--- src/rtl/ysyx_22040386_wb_stage_if.sv ---
// Bus bundle between the MEM stage and the write-back stage.
// Forwarding signals exist only when YSYX_22040386_WB_FWD_EN is defined.
interface ysyx_22040386_wb_stage_if #(
  parameter int XLEN = 64,
  parameter int AW   = 5
);
  // Upstream (MEM) side
  logic            i_valid;
  logic            o_ready;
  logic            i_stall;
  logic            i_flush;
  logic [XLEN-1:0] i_reg_wr_data;
  logic            i_RegWrite;
  logic [AW-1:0]   i_reg_wr_addr;
  logic            i_csr_reg_write;
  logic [XLEN-1:0] i_csr_r_data;

  // Register-file write port and retirement
  logic [XLEN-1:0] o_reg_wr_data;
  logic            o_RegWrite;
  logic [AW-1:0]   o_reg_wr_addr;
  logic            o_retire;
  logic [63:0]     o_instret;

`ifdef YSYX_22040386_WB_FWD_EN
  logic            o_fwd_valid;
  logic [AW-1:0]   o_fwd_addr;
  logic [XLEN-1:0] o_fwd_data;
`endif

  modport master (
    output i_valid, i_stall, i_flush, i_reg_wr_data, i_RegWrite,
           i_reg_wr_addr, i_csr_reg_write, i_csr_r_data,
    input  o_ready, o_reg_wr_data, o_RegWrite, o_reg_wr_addr, o_retire,
           o_instret
`ifdef YSYX_22040386_WB_FWD_EN
    , input o_fwd_valid, o_fwd_addr, o_fwd_data
`endif
  );

  modport slave (
    input  i_valid, i_stall, i_flush, i_reg_wr_data, i_RegWrite,
           i_reg_wr_addr, i_csr_reg_write, i_csr_r_data,
    output o_ready, o_reg_wr_data, o_RegWrite, o_reg_wr_addr, o_retire,
           o_instret
`ifdef YSYX_22040386_WB_FWD_EN
    , output o_fwd_valid, o_fwd_addr, o_fwd_data
`endif
  );
endinterface

--- src/rtl/ysyx_22040386_wb_stage.sv ---
// Write-back stage: one-entry register, single-shot GPR write, retire pulse, instret.
// Define YSYX_22040386_WB_FWD_EN to expose the entry as an EX-stage bypass source.
module ysyx_22040386_wb_stage #(
  parameter int XLEN = 64,
  parameter int AW   = 5
) (
  input  logic                     clk,
  input  logic                     rst,
  ysyx_22040386_wb_stage_if.slave  bus
);

  typedef struct packed {
    logic            valid;
    logic            written;
    logic            we;
    logic [AW-1:0]   addr;
    logic [XLEN-1:0] data;
  } entry_t;

  entry_t      entry_q, entry_d;
  logic [63:0] instret_q, instret_d;
  logic        ready;
  logic        retire;

  assign ready  = ~bus.i_stall;
  // An entry retires exactly once: in its first valid cycle, before written is set.
  assign retire = entry_q.valid & ~entry_q.written;

  always_comb begin
    // NOTE: default every comb output up front so no path infers a latch.
    entry_d   = entry_q;
    instret_d = instret_q + 64'(retire);
    if (!ready) begin
      entry_d.written = entry_q.written | entry_q.valid;
    end else if (bus.i_valid && !bus.i_flush) begin
      entry_d.valid   = 1'b1;
      entry_d.written = 1'b0;
      entry_d.we      = (bus.i_RegWrite | bus.i_csr_reg_write) &
                        (bus.i_reg_wr_addr != '0);
      entry_d.addr    = bus.i_reg_wr_addr;
      entry_d.data    = bus.i_csr_reg_write ? bus.i_csr_r_data : bus.i_reg_wr_data;
    end else begin
      // Data/address stay visible; only the entry's liveness is dropped.
      entry_d.valid   = 1'b0;
      entry_d.written = 1'b0;
    end
  end

  // NOTE: sequential state uses non-blocking assignments only.
  always_ff @(posedge clk or posedge rst) begin
    if (rst) begin
      entry_q   <= '0;
      instret_q <= '0;
    end else begin
      entry_q   <= entry_d;
      instret_q <= instret_d;
    end
  end

  assign bus.o_ready       = ready;
  assign bus.o_reg_wr_data = entry_q.data;
  assign bus.o_reg_wr_addr = entry_q.addr;
  assign bus.o_RegWrite    = retire & entry_q.we;
  assign bus.o_retire      = retire;
  assign bus.o_instret     = instret_q;

`ifdef YSYX_22040386_WB_FWD_EN
  // Bypass stays valid for the whole life of the entry, even after its write slot.
  assign bus.o_fwd_valid = entry_q.valid & entry_q.we;
  assign bus.o_fwd_addr  = entry_q.addr;
  assign bus.o_fwd_data  = entry_q.data;
`endif

endmodule
--- src/flat_wrapper.sv ---
// flat-port wrapper written by rule: the top's interface ports become plain ports
module ysyx_22040386_wb_stage_flat 
#(
  parameter int XLEN = 64,
  parameter int AW   = 5
)
  (clk, rst, bus_i_valid, bus_i_stall, bus_i_flush, bus_i_reg_wr_data, bus_i_RegWrite, bus_i_reg_wr_addr, bus_i_csr_reg_write, bus_i_csr_r_data, bus_o_ready, bus_o_reg_wr_data, bus_o_RegWrite, bus_o_reg_wr_addr, bus_o_retire, bus_o_instret);
  ysyx_22040386_wb_stage_if #(.XLEN(XLEN), .AW(AW)) bus_i ();
  input  logic clk;
  input  logic rst;
  input wire logic [$bits(bus_i.i_valid)-1:0] bus_i_valid;
  input wire logic [$bits(bus_i.i_stall)-1:0] bus_i_stall;
  input wire logic [$bits(bus_i.i_flush)-1:0] bus_i_flush;
  input wire logic [$bits(bus_i.i_reg_wr_data)-1:0] bus_i_reg_wr_data;
  input wire logic [$bits(bus_i.i_RegWrite)-1:0] bus_i_RegWrite;
  input wire logic [$bits(bus_i.i_reg_wr_addr)-1:0] bus_i_reg_wr_addr;
  input wire logic [$bits(bus_i.i_csr_reg_write)-1:0] bus_i_csr_reg_write;
  input wire logic [$bits(bus_i.i_csr_r_data)-1:0] bus_i_csr_r_data;
  output wire logic [$bits(bus_i.o_ready)-1:0] bus_o_ready;
  output wire logic [$bits(bus_i.o_reg_wr_data)-1:0] bus_o_reg_wr_data;
  output wire logic [$bits(bus_i.o_RegWrite)-1:0] bus_o_RegWrite;
  output wire logic [$bits(bus_i.o_reg_wr_addr)-1:0] bus_o_reg_wr_addr;
  output wire logic [$bits(bus_i.o_retire)-1:0] bus_o_retire;
  output wire logic [$bits(bus_i.o_instret)-1:0] bus_o_instret;
  assign bus_i.i_valid = bus_i_valid;
  assign bus_i.i_stall = bus_i_stall;
  assign bus_i.i_flush = bus_i_flush;
  assign bus_i.i_reg_wr_data = bus_i_reg_wr_data;
  assign bus_i.i_RegWrite = bus_i_RegWrite;
  assign bus_i.i_reg_wr_addr = bus_i_reg_wr_addr;
  assign bus_i.i_csr_reg_write = bus_i_csr_reg_write;
  assign bus_i.i_csr_r_data = bus_i_csr_r_data;
  assign bus_o_ready = bus_i.o_ready;
  assign bus_o_reg_wr_data = bus_i.o_reg_wr_data;
  assign bus_o_RegWrite = bus_i.o_RegWrite;
  assign bus_o_reg_wr_addr = bus_i.o_reg_wr_addr;
  assign bus_o_retire = bus_i.o_retire;
  assign bus_o_instret = bus_i.o_instret;
  ysyx_22040386_wb_stage #(.XLEN(XLEN), .AW(AW)) u_core (.clk(clk), .rst(rst), .bus(bus_i));
endmodule
--- config.mk ---
export PLATFORM = sky130hd
export DESIGN_NAME = ysyx_22040386_wb_stage_flat
export DESIGN_NICKNAME = d
export VERILOG_FILES = /design/src/rtl/ysyx_22040386_wb_stage_if.sv /design/src/rtl/ysyx_22040386_wb_stage.sv /design/src/flat_wrapper.sv
export SDC_FILE = /design/constraint.sdc
export NUM_CORES = 1
export LEC_CHECK = 0
export ABC_AREA = 1
export CORE_MARGIN = 1
export CORE_UTILIZATION = 49
export CTS_CLUSTER_DIAMETER = 40
export DETAILED_ROUTE_END_ITERATION = 8
export MAX_ROUTING_LAYER = met4
export PLACE_DENSITY_LB_ADDON = 0.08
export SLEW_MARGIN = 15
export SYNTH_ARGS = -nofsm -noshare
export SYNTH_HDL_FRONTEND = slang
export SYNTH_SLANG_ARGS = --single-unit
--- constraint.sdc ---
create_clock -name clk -period 7.55 [get_ports clk]
set_input_delay 0.755 -clock clk [delete_from_list [all_inputs] [get_ports clk]]
set_output_delay 0.755 -clock clk [all_outputs]
set_load 0.005 [all_outputs]
==> run metrics <==
result of the run complete, no violations; number of distinct standard cells referenced by the synthesized netlist 25; minimum setup slack after placement about 4.7 ns; Setup Total Neg Slack 0 ns; starting density of the core between 50% and 60%; Post-CTS Setup Inserts 0; part of the Yosys area used for sequential elements around 44%; Finish-stage setup viols 0; Slew @ Worst Pin roughly 1 ns; I/O pins approximately 280; warnings from Yosys 0; number of antenna-violating nets in the routed design 0; final critical-path share of the clock period a little over a third; relative area change from synthesis to final layout 39.5%; Iteration-0 DRC Markers 471; Mapped Nets 1187; tightest slew margin relative to the limit 33.0%; Post-Synthesis Cell Area between 7000 and 8000 sq um; post-CTS resize count 0; clock input transition at the sequential cells of the worst setup and hold paths roughly 0.060 ns; leading cell types in the layout, fill and taps excluded sky130_fd_sc_hd__nand2_1, sky130_fd_sc_hd__clkdlybuf4s50_1, sky130_fd_sc_hd__dfrtp_1; Num Clock Sinks approximately 140; most common cell after layout, fill and taps aside sky130_fd_sc_hd__nand2_1; start-to-end type of the worst setup path primary input to primary output; global routing usage on met1 32.2%; remaining routing DRC violations 0; core box area roughly 15000 sq um; vias in the first global route 6550; largest net degree at the start of global routing 130; hold buffer count at CTS 0; Congestion Overflow GR 0; peak supply drop 149 uV; total power per unit cell area around 200 nW/um^2; vias per cell ~4.8; width of the die approximately 130 microns; number of placement rows 45; GRT Overall Usage between 20% and 30%; ratio of cells with drive above 1 in the final layout ~6.6%; Clock Tree Root sky130_fd_sc_hd__clkbuf_16; number of I/O port buffers roughly 280; average wire length per cell after detail routing between 10 and 15 microns; count of final hold-check violations 0; worst hold-check path type flip-flop to flip-flop; wire length of the first global-routing pass roughly 34000 microns; Setup Skew between 0.009 and 0.01 ns; worst setup slack after layout slightly below 5 ns; Die Ht 127 microns; Crit path required time approximately 7 ns; number of buffers on the longest clock path 2; clock latency on the worst-skew pair roughly 0.43 ns; critical path data arrival time about 1.9 ns; Cells after Synth approximately 1000; type of destination of the critical path primary output; total of flip-flops plus latches after synthesis ~140; Detailed Route WL between 20000 and 25000 microns; maximum achievable frequency ~380 MHz; count of fill cells added during filler insertion 1296; critical path fanouts, max 4; number of pins with negative max-slew slack in the final report 0; CTS Buf Count 17; setup repair after global routing missed its margin false; static leakage 4.79 nW; Most Crowded Layer GR met2; number of standard cells in the final layout excluding fillers approximately 1500; H-Tree Depth 4; count of TritonRoute iterations in the first routing pass 5; cell count after placement 1435; count of nets after finishing around 1400; HPWL after detailed placement 17100 microns; crit start category primary input; Period minus WS final roughly 2.6 ns; GR Util met3 around 7.5%; vias after detailed routing 7010; area enclosed by the die boundary 16200 sq um; antenna violations before repair 1; fraction of met2 tracks used by global routing 49.0%; gpl congestion approximately 0.95; Post-Synthesis Mean Instance Area 7.38 sq um; Max-Cap Viols 0; clock tree from TritonCTS yes
==> logic make-up (layout without fill, tap and decap cells) <==
| group | count (synthesis) | count (layout) | synth area share [%] |
|---|---|---|---|
| simple gates | 507 | 507 | 28.0 |
| buf+inv | 213 | 424 | 13.8 |
| compound gates | 155 | 155 | 10.1 |
| flops | 136 | 136 | 44.1 |
| xor+xnor | 32 | 32 | 3.64 |
| fa+ha+maj | 2 | 2 | 0.325 |
| other cells | 0 | 1 | 0 |
==> final cells by class <==
class                           count  area, sq um  share of cell area [%]
Multi-Input combinational cell    696         3250                    30.2
Inverter                          115          437                    4.06
Tap cell                          211          264                    2.45
Sequential cell                   136         3400                    31.6
Clock buffer                       18          439                    4.08
Clock inverter                     14          196                    1.83
Antenna cell                        1         2.50                  0.0233
Timing Repair Buffer              277         2770                    25.7
==> layer usage <==
layer | part of all wire [%] | wire length, microns
met1 | 40 | 8690
met3 | 6.0 | 1310
met4 | 3.1 | 673
met2 | 51 | 11200
met5 | 0 | 0
==> registers in the layout, indices dropped and copies added, names as in the netlist <==
signal                    cells
u_core.entry_q                3
u_core.bus.o_reg_wr_addr      5
u_core.bus.o_reg_wr_data     64
u_core.bus.o_instret         64
==> metrics by stage <==
stage	power [mW]	util, %	area [sq um]	hold WS, ns
after global routing	2.24	70.5	10800	0.500
after global placement	1.26	66.3	10100	0.464
after floorplan	1.08	-	7710	0.450
final	2.15	70.5	10800	0.483
after CTS	2.17	70.5	10800	0.486
after detailed placement	1.27	66.3	10100	0.472
==> worst paths after layout <==
check / startpoint / endpoint / slack [ns] / cells past startpoint
setup / recovery: bus_i_stall / bus_o_ready / 4.93 / 3
hold reg to reg: u_core.bus.o_reg_wr_data[59]$_DFFE_PP0P_ / u_core.bus.o_reg_wr_data[59]$_DFFE_PP0P_ / 0.48 / 2
setup reg to reg: u_core.entry_q[71]$_DFFE_PP0N_ / u_core.bus.o_instret[60]$_DFF_PP0_ / 5.30 / 11
min in group asynchronous: rst / u_core.bus.o_instret[62]$_DFF_PP0_ / 0.82 / 2
max in group asynchronous: rst / u_core.bus.o_reg_wr_data[54]$_DFFE_PP0P_ / 5.47 / 3
hold / removal: u_core.bus.o_reg_wr_data[59]$_DFFE_PP0P_ / u_core.bus.o_reg_wr_data[59]$_DFFE_PP0P_ / 0.48 / 2
==> where the power goes <==
part	internal, mW	leakage, nW	switching (mW)
clock network	0.564	0.309	0.332
registers	0.809	1.78	0.0543
logic	0.238	2.70	0.154
==> worst max-delay path, cell delays in order <==
cell and delay (ns):
sky130_fd_sc_hd__clkdlybuf4s50_1 0.40, sky130_fd_sc_hd__inv_1 0.17, sky130_fd_sc_hd__clkdlybuf4s50_1 0.54
==> Yosys cell counts <==
cell type	instances	area share (%)
sky130_fd_sc_hd__a21oi_1	1	0.065
sky130_fd_sc_hd__and3_1	1	0.081
sky130_fd_sc_hd__buf_1	1	0.049
sky130_fd_sc_hd__buf_2	7	0.45
sky130_fd_sc_hd__buf_4	69	6.7
sky130_fd_sc_hd__clkbuf_1	21	1.0
sky130_fd_sc_hd__dfrtp_1	136	44
sky130_fd_sc_hd__ha_1	2	0.32
sky130_fd_sc_hd__inv_1	113	5.5
sky130_fd_sc_hd__inv_2	2	0.097
sky130_fd_sc_hd__nand2_1	327	16
sky130_fd_sc_hd__nand2_2	18	1.5
sky130_fd_sc_hd__nand2_4	3	0.44
sky130_fd_sc_hd__nand3_1	13	0.84
sky130_fd_sc_hd__nand3b_1	3	0.29
sky130_fd_sc_hd__nand4_1	9	0.73
sky130_fd_sc_hd__nor2_1	109	5.3
sky130_fd_sc_hd__nor2_2	13	1.1
sky130_fd_sc_hd__nor2_4	7	1.0
sky130_fd_sc_hd__nor2_8	3	0.78
sky130_fd_sc_hd__nor3_1	1	0.065
sky130_fd_sc_hd__o21ai_0	131	8.5
sky130_fd_sc_hd__o21ai_1	23	1.5
sky130_fd_sc_hd__xnor2_1	20	2.3
sky130_fd_sc_hd__xor2_1	12	1.4
No activity file was read; power rests on OpenSTA's default activity.
